[config.mk]
export PLATFORM = sky130hd
export DESIGN_NAME = vmem_port_arbiter
export DESIGN_NICKNAME = d
export VERILOG_FILES = /design/src/rtl/vmem_arb_pkg.sv /design/src/rtl/vmem_arb_stats.sv /design/src/rtl/vmem_port_arbiter.sv
export SDC_FILE = /design/constraint.sdc
export NUM_CORES = 1
export LEC_CHECK = 0
export ABC_AREA = 1
export BUFFER_PORTS_ARGS = -buffer_cell sky130_fd_sc_hd__buf_4
export CORE_AREA = 2 2 273 275
export DETAILED_ROUTE_END_ITERATION = 12
export DIE_AREA = 0 0 275 277
export SLEW_MARGIN = 20
export SYNTH_ARGS = -nofsm -noshare
export SYNTH_HDL_FRONTEND = slang
export SYNTH_SLANG_ARGS = --single-unit
[constraint.sdc]
create_clock -name clk -period 15.5 [get_ports clk]
set_input_delay 3.1 -clock clk [delete_from_list [all_inputs] [get_ports clk]]
set_output_delay 3.1 -clock clk [all_outputs]
set_load 0.02 [all_outputs]
[src/rtl/vmem_arb_pkg.sv]
// vmem_arb_pkg: shared state encoding, requester indices and default widths for the vector port arbiter
package vmem_arb_pkg;
  typedef enum logic [1:0] {IDLE, OWN0, OWN1} arb_state_t;
  localparam int REQ_CPU = 0;
  localparam int REQ_FIR = 1;
  localparam int AW_DEF = 14;
  localparam int DW_DEF = 128;
endpackage

[src/rtl/vmem_arb_stats.sv]
// vmem_arb_stats: saturating per-requester grant and wait counters (present only with VMEM_ARB_STATS_EN)
module vmem_arb_stats
  import vmem_arb_pkg::*;
(
  input  logic        clk,
  input  logic        reset,
  input  logic [1:0]  req,
  input  logic [1:0]  gnt,
  output logic [31:0] grant_cnt0,
  output logic [31:0] grant_cnt1,
  output logic [31:0] wait_cnt0,
  output logic [31:0] wait_cnt1
);
  logic [1:0] waiting;
  assign waiting = req & ~gnt;
  always_ff @(posedge clk or posedge reset)
    if (reset) begin
      grant_cnt0 <= '0;
      grant_cnt1 <= '0;
      wait_cnt0  <= '0;
      wait_cnt1  <= '0;
    end else begin
      grant_cnt0 <= grant_cnt0 + 32'(gnt[REQ_CPU] & ~&grant_cnt0);
      grant_cnt1 <= grant_cnt1 + 32'(gnt[REQ_FIR] & ~&grant_cnt1);
      wait_cnt0  <= wait_cnt0 + 32'(waiting[REQ_CPU] & ~&wait_cnt0);
      wait_cnt1  <= wait_cnt1 + 32'(waiting[REQ_FIR] & ~&wait_cnt1);
    end
endmodule

[src/rtl/vmem_port_arbiter.sv]
// vmem_port_arbiter: round-robin arbiter with burst lock sharing the 128-bit vector memory port.
// Optional statistics counters are built when VMEM_ARB_STATS_EN is defined.
module vmem_port_arbiter
  import vmem_arb_pkg::*;
#(
  parameter int AW = AW_DEF,
  parameter int DW = DW_DEF,
  parameter int MAX_BURST = 8
) (
  input  logic          clk,
  input  logic          reset,
  input  logic [1:0]    req,
  input  logic [1:0]    lock,
  input  logic [1:0]    we,
  input  logic [AW-1:0] addr0,
  input  logic [AW-1:0] addr1,
  input  logic [DW-1:0] wdata0,
  input  logic [DW-1:0] wdata1,
  output logic [1:0]    gnt,
  output logic [1:0]    rvalid,
  output logic [DW-1:0] rdata,
  output logic [AW-1:0] mem_addr,
  output logic [DW-1:0] mem_wdata,
  output logic          mem_we,
  input  logic [DW-1:0] mem_rdata
`ifdef VMEM_ARB_STATS_EN
  ,
  output logic [31:0]   grant_cnt0,
  output logic [31:0]   grant_cnt1,
  output logic [31:0]   wait_cnt0,
  output logic [31:0]   wait_cnt1
`endif
);
  localparam int CW = $clog2(MAX_BURST + 1);
  localparam logic [CW-1:0] CAP = CW'(MAX_BURST - 1);
  arb_state_t state, state_n;
  logic [CW-1:0] burst_cnt, burst_n;
  logic last_owner, o;
  logic [AW-1:0] addr_q;
  logic [DW-1:0] wdata_q;
  assign o = (state == OWN1);
  // gnt is forced low while reset is high so an in-flight beat dies immediately
  always_comb begin
    gnt = 2'b00;
    state_n = state;
    burst_n = burst_cnt;
    if (state == IDLE) begin
      gnt = (req == 2'b11) ? (last_owner ? 2'b01 : 2'b10) : req;
      state_n = (gnt[0] & lock[0]) ? OWN0 : (gnt[1] & lock[1]) ? OWN1 : IDLE;
      burst_n = '0;
    end else begin
      gnt = o ? {req[1], 1'b0} : {1'b0, req[0]};
      if (!req[o] || !lock[o] || (burst_cnt == CAP && req[~o]))
        state_n = IDLE;
      else
        burst_n = (burst_cnt == CAP) ? burst_cnt : burst_cnt + 1'b1;
    end
    if (reset) gnt = 2'b00;
  end
  assign mem_addr  = gnt[REQ_CPU] ? addr0  : gnt[REQ_FIR] ? addr1  : addr_q;
  assign mem_wdata = gnt[REQ_CPU] ? wdata0 : gnt[REQ_FIR] ? wdata1 : wdata_q;
  assign mem_we    = |(gnt & we);
  always_ff @(posedge clk or posedge reset)
    if (reset) begin
      state      <= IDLE;
      burst_cnt  <= '0;
      last_owner <= 1'b1;
      addr_q     <= '0;
      wdata_q    <= '0;
      rvalid     <= 2'b00;
      rdata      <= '0;
    end else begin
      state     <= state_n;
      burst_cnt <= burst_n;
      if (|gnt) last_owner <= gnt[REQ_FIR];
      addr_q    <= mem_addr;
      wdata_q   <= mem_wdata;
      rvalid    <= gnt & ~we;
      rdata     <= mem_rdata;
    end
`ifdef VMEM_ARB_STATS_EN
  vmem_arb_stats u_stats (
    .clk(clk), .reset(reset), .req(req), .gnt(gnt),
    .grant_cnt0(grant_cnt0), .grant_cnt1(grant_cnt1),
    .wait_cnt0(wait_cnt0), .wait_cnt1(wait_cnt1)
  );
`endif
endmodule
After elaboration in Yosys (flattened, before gate mapping)
Cells that the tools add are included.
{"block": "classes", "shift": 0, "n_div": 0, "multipliers": 0, "add_sub_neg": 1, "n_bitwise": 6, "muxes": 22, "magnitude_cmp": 2, "eq_ne": 5, "reduce_logical": 10}
{"operator": "2-to-1 mux 128 bit", "count": 2}
{"operator": "2-to-1 mux 14 bit", "count": 2}
{"operator": "2-to-1 mux 2 bit", "count": 9}
{"operator": "2-to-1 mux 4 bit", "count": 3}
{"operator": "2-to-1 mux 1 bit", "count": 6}
{"operator": "adder 4 x 1 -> 4 bit (second input constant)", "count": 1}
{"operator": "bitwise AND 2 bit", "count": 2}
{"operator": "== test 2 bit (second input constant)", "count": 2}
{"operator": "== test 4 x 3 -> 1 bit (second input constant)", "count": 1}
{"operator": "less-than comparator 1 x 2 -> 1 bit (second input constant)", "count": 2}
{"operator": "inequality test 2 bit (second input constant)", "count": 2}
{"operator": "OR reduction 2 bit", "count": 2}
{"operator": "bitwise AND 1 bit", "count": 2}
{"operator": "logical NOT 1 bit", "count": 2}
{"operator": "logical NOT 2 bit", "count": 1}
{"operator": "logical OR 1 bit", "count": 2}
{"operator": "inverter 2 bit", "count": 1}
{"operator": "AND reduction 2 bit", "count": 1}
{"operator": "nonzero test 2 bit", "count": 1}
{"operator": "logical AND 1 bit", "count": 1}
{"operator": "inverter 1 bit", "count": 1}
{"block": "word_totals", "ram_bits": 0, "register_bits": 279, "romBits": 0, "wordCells": 53, "memories": 0, "latchBits": 0, "out_inout_bits": 275}

Depth between registers and ports, before layout
{"block": "logic_depth", "word_depth": 8, "depth_mapped": 10, "mapped_depth_nobuf": 9}

Worst setup path before layout
OpenSTA, ideal clock, no wires.
{"block": "synth_timing", "kind": "input to output", "from": "in reset", "to": "out mem_wdata[119]", "setup_slack_ps": 2000, "t_required_ps": 12400, "path_buffers": 3, "arrival_ps": 10400, "path_stages": 9, "cell_sequence": "inv_1 and3_1 nand2_2 inv_4 buf_6 buf_8 buf_6 nand2_1 o21ai_1"}
{"block": "synth_between", "elab_cells_between_ends": 3, "classes_between": "mux: 3"}
{"element": "from (decl)", "line_no": "vmem_port_arbiter.sv:11", "rtl": "input logic reset,"}
{"element": "2-to-1 mux 2 bit", "line_no": "vmem_port_arbiter.sv:58", "rtl": "if (reset) gnt = 2'b00;"}
{"element": "named net gnt[0]", "line_no": "vmem_port_arbiter.sv:19", "rtl": "output logic [1:0] gnt,"}
{"element": "2-to-1 mux 128 bit", "line_no": "vmem_port_arbiter.sv:61", "rtl": "assign mem_wdata = gnt[REQ_CPU] ? wdata0 : gnt[REQ_FIR] ? wdata1 : wdata_q;"}
{"element": "to (decl)", "line_no": "vmem_port_arbiter.sv:23", "rtl": "output logic [DW-1:0] mem_wdata,"}
The timed path passes the listed nets, and every way through them passes these cells.

Final worst setup path
{"block": "layout_timing", "from": "in reset", "to": "out mem_addr[6]"}
{"block": "layout_between", "elab_chain_cells": 3}
{"element": "2-to-1 mux 2 bit (*)", "line_no": "vmem_port_arbiter.sv:58"}
{"element": "2-to-1 mux 14 bit", "line_no": "vmem_port_arbiter.sv:60", "rtl": "assign mem_addr = gnt[REQ_CPU] ? addr0 : gnt[REQ_FIR] ? addr1 : addr_q;"}
{"element": "2-to-1 mux 14 bit (*)", "line_no": "vmem_port_arbiter.sv:60"}
{"element": "to (decl)", "line_no": "vmem_port_arbiter.sv:22", "rtl": "output logic [AW-1:0] mem_addr,"}
Mark *: on every way between the ends. The rest lies on a longest branch, timed or not.

==> flow_summary.ini <==
[logic_synthesis]
synth_warnings = 0
syn_inst = 1120
avgSynthCellArea_um2 = 9.611
ys_top_cells_by_area = dfrtp_1 65%, nand2_1 11%, o21ai_0 9.7%
synth_edf_count = 0
synth_ff_type = dfrtp_1
yosysSeqAreaShare = 0.6487
ys_types = 24
mappedNetlistNets = 1541
synthesis.area_um2 = 10760
synth_top_area_frac = 0.6463
synth_top_area_cell = dfrtp_1
synthTopCellsByCount = 306 x nand2_1, 278 x dfrtp_1, 209 x o21ai_0
ys_ff_latch = 279
synthArstFlopShare = 1.000
synth_most_common_cell = nand2_1

[clock_tree]
htree_levels = 2
clock_sinks = 279
postCtsSetupRepairBufs = 0
clockBufferDepth = 3
clock_latency_ns = 0.55
cts-root-buf = clkbuf_16
cts_made_buffers = 35
cts_tree = done
cts_resized = 0
cts_hold_buf = 0
clk_pin_slew_ns = 0.06

[flow_run]
maxCapViolations = 0

[pwr]
leakage_nw = 9.177
switchingPower_mw = 0.7560
ir_drop_mv = 0.08967
switching_share = 0.3192
pwr-share-seq = 0.367
p_int_mw = 1.613
power.total_mw = 2.369
combPwrFrac = 0.285
power_density_nw_per_um2 = 131.5
p_clk_frac = 0.348

[place]
place_hpwl_mm = 29.65
portBuffers = 694
gp_congestion = 0.8021
placedCellCount = 2728

[sta]
timing.fmax_mhz = 112.2
worst_pin_slew_ns = 1.074
period_share = 0.5748
skew_ns = 0.01338
slew_headroom = 0.2840
setup_tns_ns = 0
slew_violations = 0
finalHoldViolations = 0
min_period_ns = 8.909
rsz0062_at_grt = no
setup_viol = 0
whs_ns = 0.5212

[layout]
drive_gt1_frac = 0.4202
fin_nets = 2218
area_delta_synth_final_pct = 67.35
postLayoutCoreUtil = 0.2448
instances_no_fill = 2795

[global_routing]
grt_pass1_wl_mm = 57.35
overflow = 0
antenna_found_initial = 7
grt_pass1_vias = 9773
grt_util_all_layers = 0.09824
grt_max_degree = 119

[drt]
dr.pass1.iters = 4
routed_via_density = 3.502
post_drt_wl_per_cell_um = 14.14
routed_wl_mm = 39.53
antenna_left = 0
drc = 0
via_count = 9788
drtIter0Drc = 412

[floorplanning]
start_util = 0.1463
die_w_um = 275
dieArea_um2 = 76180
io_pins = 695
die-height_um = 277
core_um2 = 73570
rows = 100

[setup_path]
crit_slowest_cell = buf_4
critPathMaxStageDelay_ns = 0.77
r2r_slack_ns = 12.77
arrival_ns = 5.81
cp_cell_sequence = buf_4 > inv_8 > and3_1 > nand2_2 > inv_8 > buf_4 > o21ai_0 > buf_4
start_kind = primary input
r2r-start = last_owner
r2r-end = addr_q[6]
critPathKind = in -> out
crit_top_cell = buf_4
crit_path_end_kind = output port
reg2reg_depth = 5
startpoint = reset
critical_path_required_ns = 12.40
crit_end = mem_addr[6]
cp_max_fo = 101

[min_path]
hold_class = reg -> reg

[run_status]
run_status = finished clean
==> power by group through the flow <==
| stage | logic [mW] | clock network (mW) | registers [mW] |
|---|---|---|---|
| floorplan | 0.344 | 0 | 0.901 |
| CTS | 0.684 | 0.862 | 0.870 |
| detailed placement | 0.681 | 0 | 0.883 |
| finish | 0.674 | 0.825 | 0.870 |
| global route | 0.744 | 0.885 | 0.882 |
| global placement | 0.677 | 0 | 0.879 |
==> kinds of logic (layout without fill, tap and decap cells) <==
| kind of cell | after synthesis | after routing | synth area share |
|---|---|---|---|
| simple gates | 334 | 334 | 0.1200 |
| compound gates | 287 | 287 | 0.1336 |
| flops | 279 | 279 | 0.6487 |
| buf+inv | 218 | 921 | 0.09578 |
| fa+ha+maj | 1 | 1 | 0.001162 |
| xor+xnor | 1 | 1 | 0.0008138 |
| other cells | 0 | 3 | 0 |
==> area by class of cell <==
type | count | area, um^2
Antenna cell | 3 | 7.507
Fill cell | 7972 | 55560
Inverter | 156 | 600.6
Multi-Input combinational cell | 623 | 2764
Clock inverter | 9 | 106.4
Sequential cell | 279 | 6983
Timing Repair Buffer | 702 | 5283
Tap cell | 969 | 1212
Clock buffer | 54 | 1057
==> critical path: cells and delay by family <==
| family | cells | cell delay [ns] |
|---|---|---|
| AO/OA/AOI/OAI | 1 | 0.31 |
| buffers and inverters | 5 | 1.88 |
| AND/OR/NAND/NOR | 2 | 0.38 |
==> worst min-delay path by stage <==
stage,start,to,slack [ns],cells after the start
2_1_floorplan,burst_cnt[3],burst_cnt[3],0.48,2
3_3_place_gp,burst_cnt[3],burst_cnt[3],0.51,2
3_5_place_dp,burst_cnt[3],burst_cnt[3],0.51,2
4_1_cts,burst_cnt[3],burst_cnt[3],0.52,2
5_1_grt,burst_cnt[3],burst_cnt[3],0.58,2
6_report,burst_cnt[3],burst_cnt[3],0.52,2
==> registers in the layout (all words and copies together) (netlist names) <==
register,cells
rdata,128
wdata_q,128
addr_q,14
burst_cnt,4
rvalid,2
state,2
last_owner,1
==> cells in the final DEF, fill, tap and decap left out, drive strengths merged, types with 3 or more instances in the layout <==
master    n
nand4     4
diode     3
nand2   309
o21ai   286
nor2     10
clkbuf   54
nand3     7
dfrtp   278
nor3      3
clkinv    4
buf     702
inv     159
==> stage by stage <==
| stage | cell area [um^2] | setup WS [ns] |
|---|---|---|
| 2_1_floorplan | 10760 | 2.000 |
| 3_3_place_gp | 16820 | 6.316 |
| 5_1_grt | 18010 | 6.191 |
| 3_5_place_dp | 16820 | 6.317 |
| 6_report | 18010 | 6.591 |
| 4_1_cts | 17990 | 6.302 |
==> per-layer routing <==
metal | track usage | vias to the layer above | routed length, um
li1 | - | 4869 | -
met1 | 0.1096 | 4432 | 15250
met2 | 0.1672 | 397 | 19280
met3 | 0.03494 | 82 | 3586
met4 | 0.04310 | 8 | 1372
met5 | 0 | - | 46
Power figures use the tool's default switching activity.
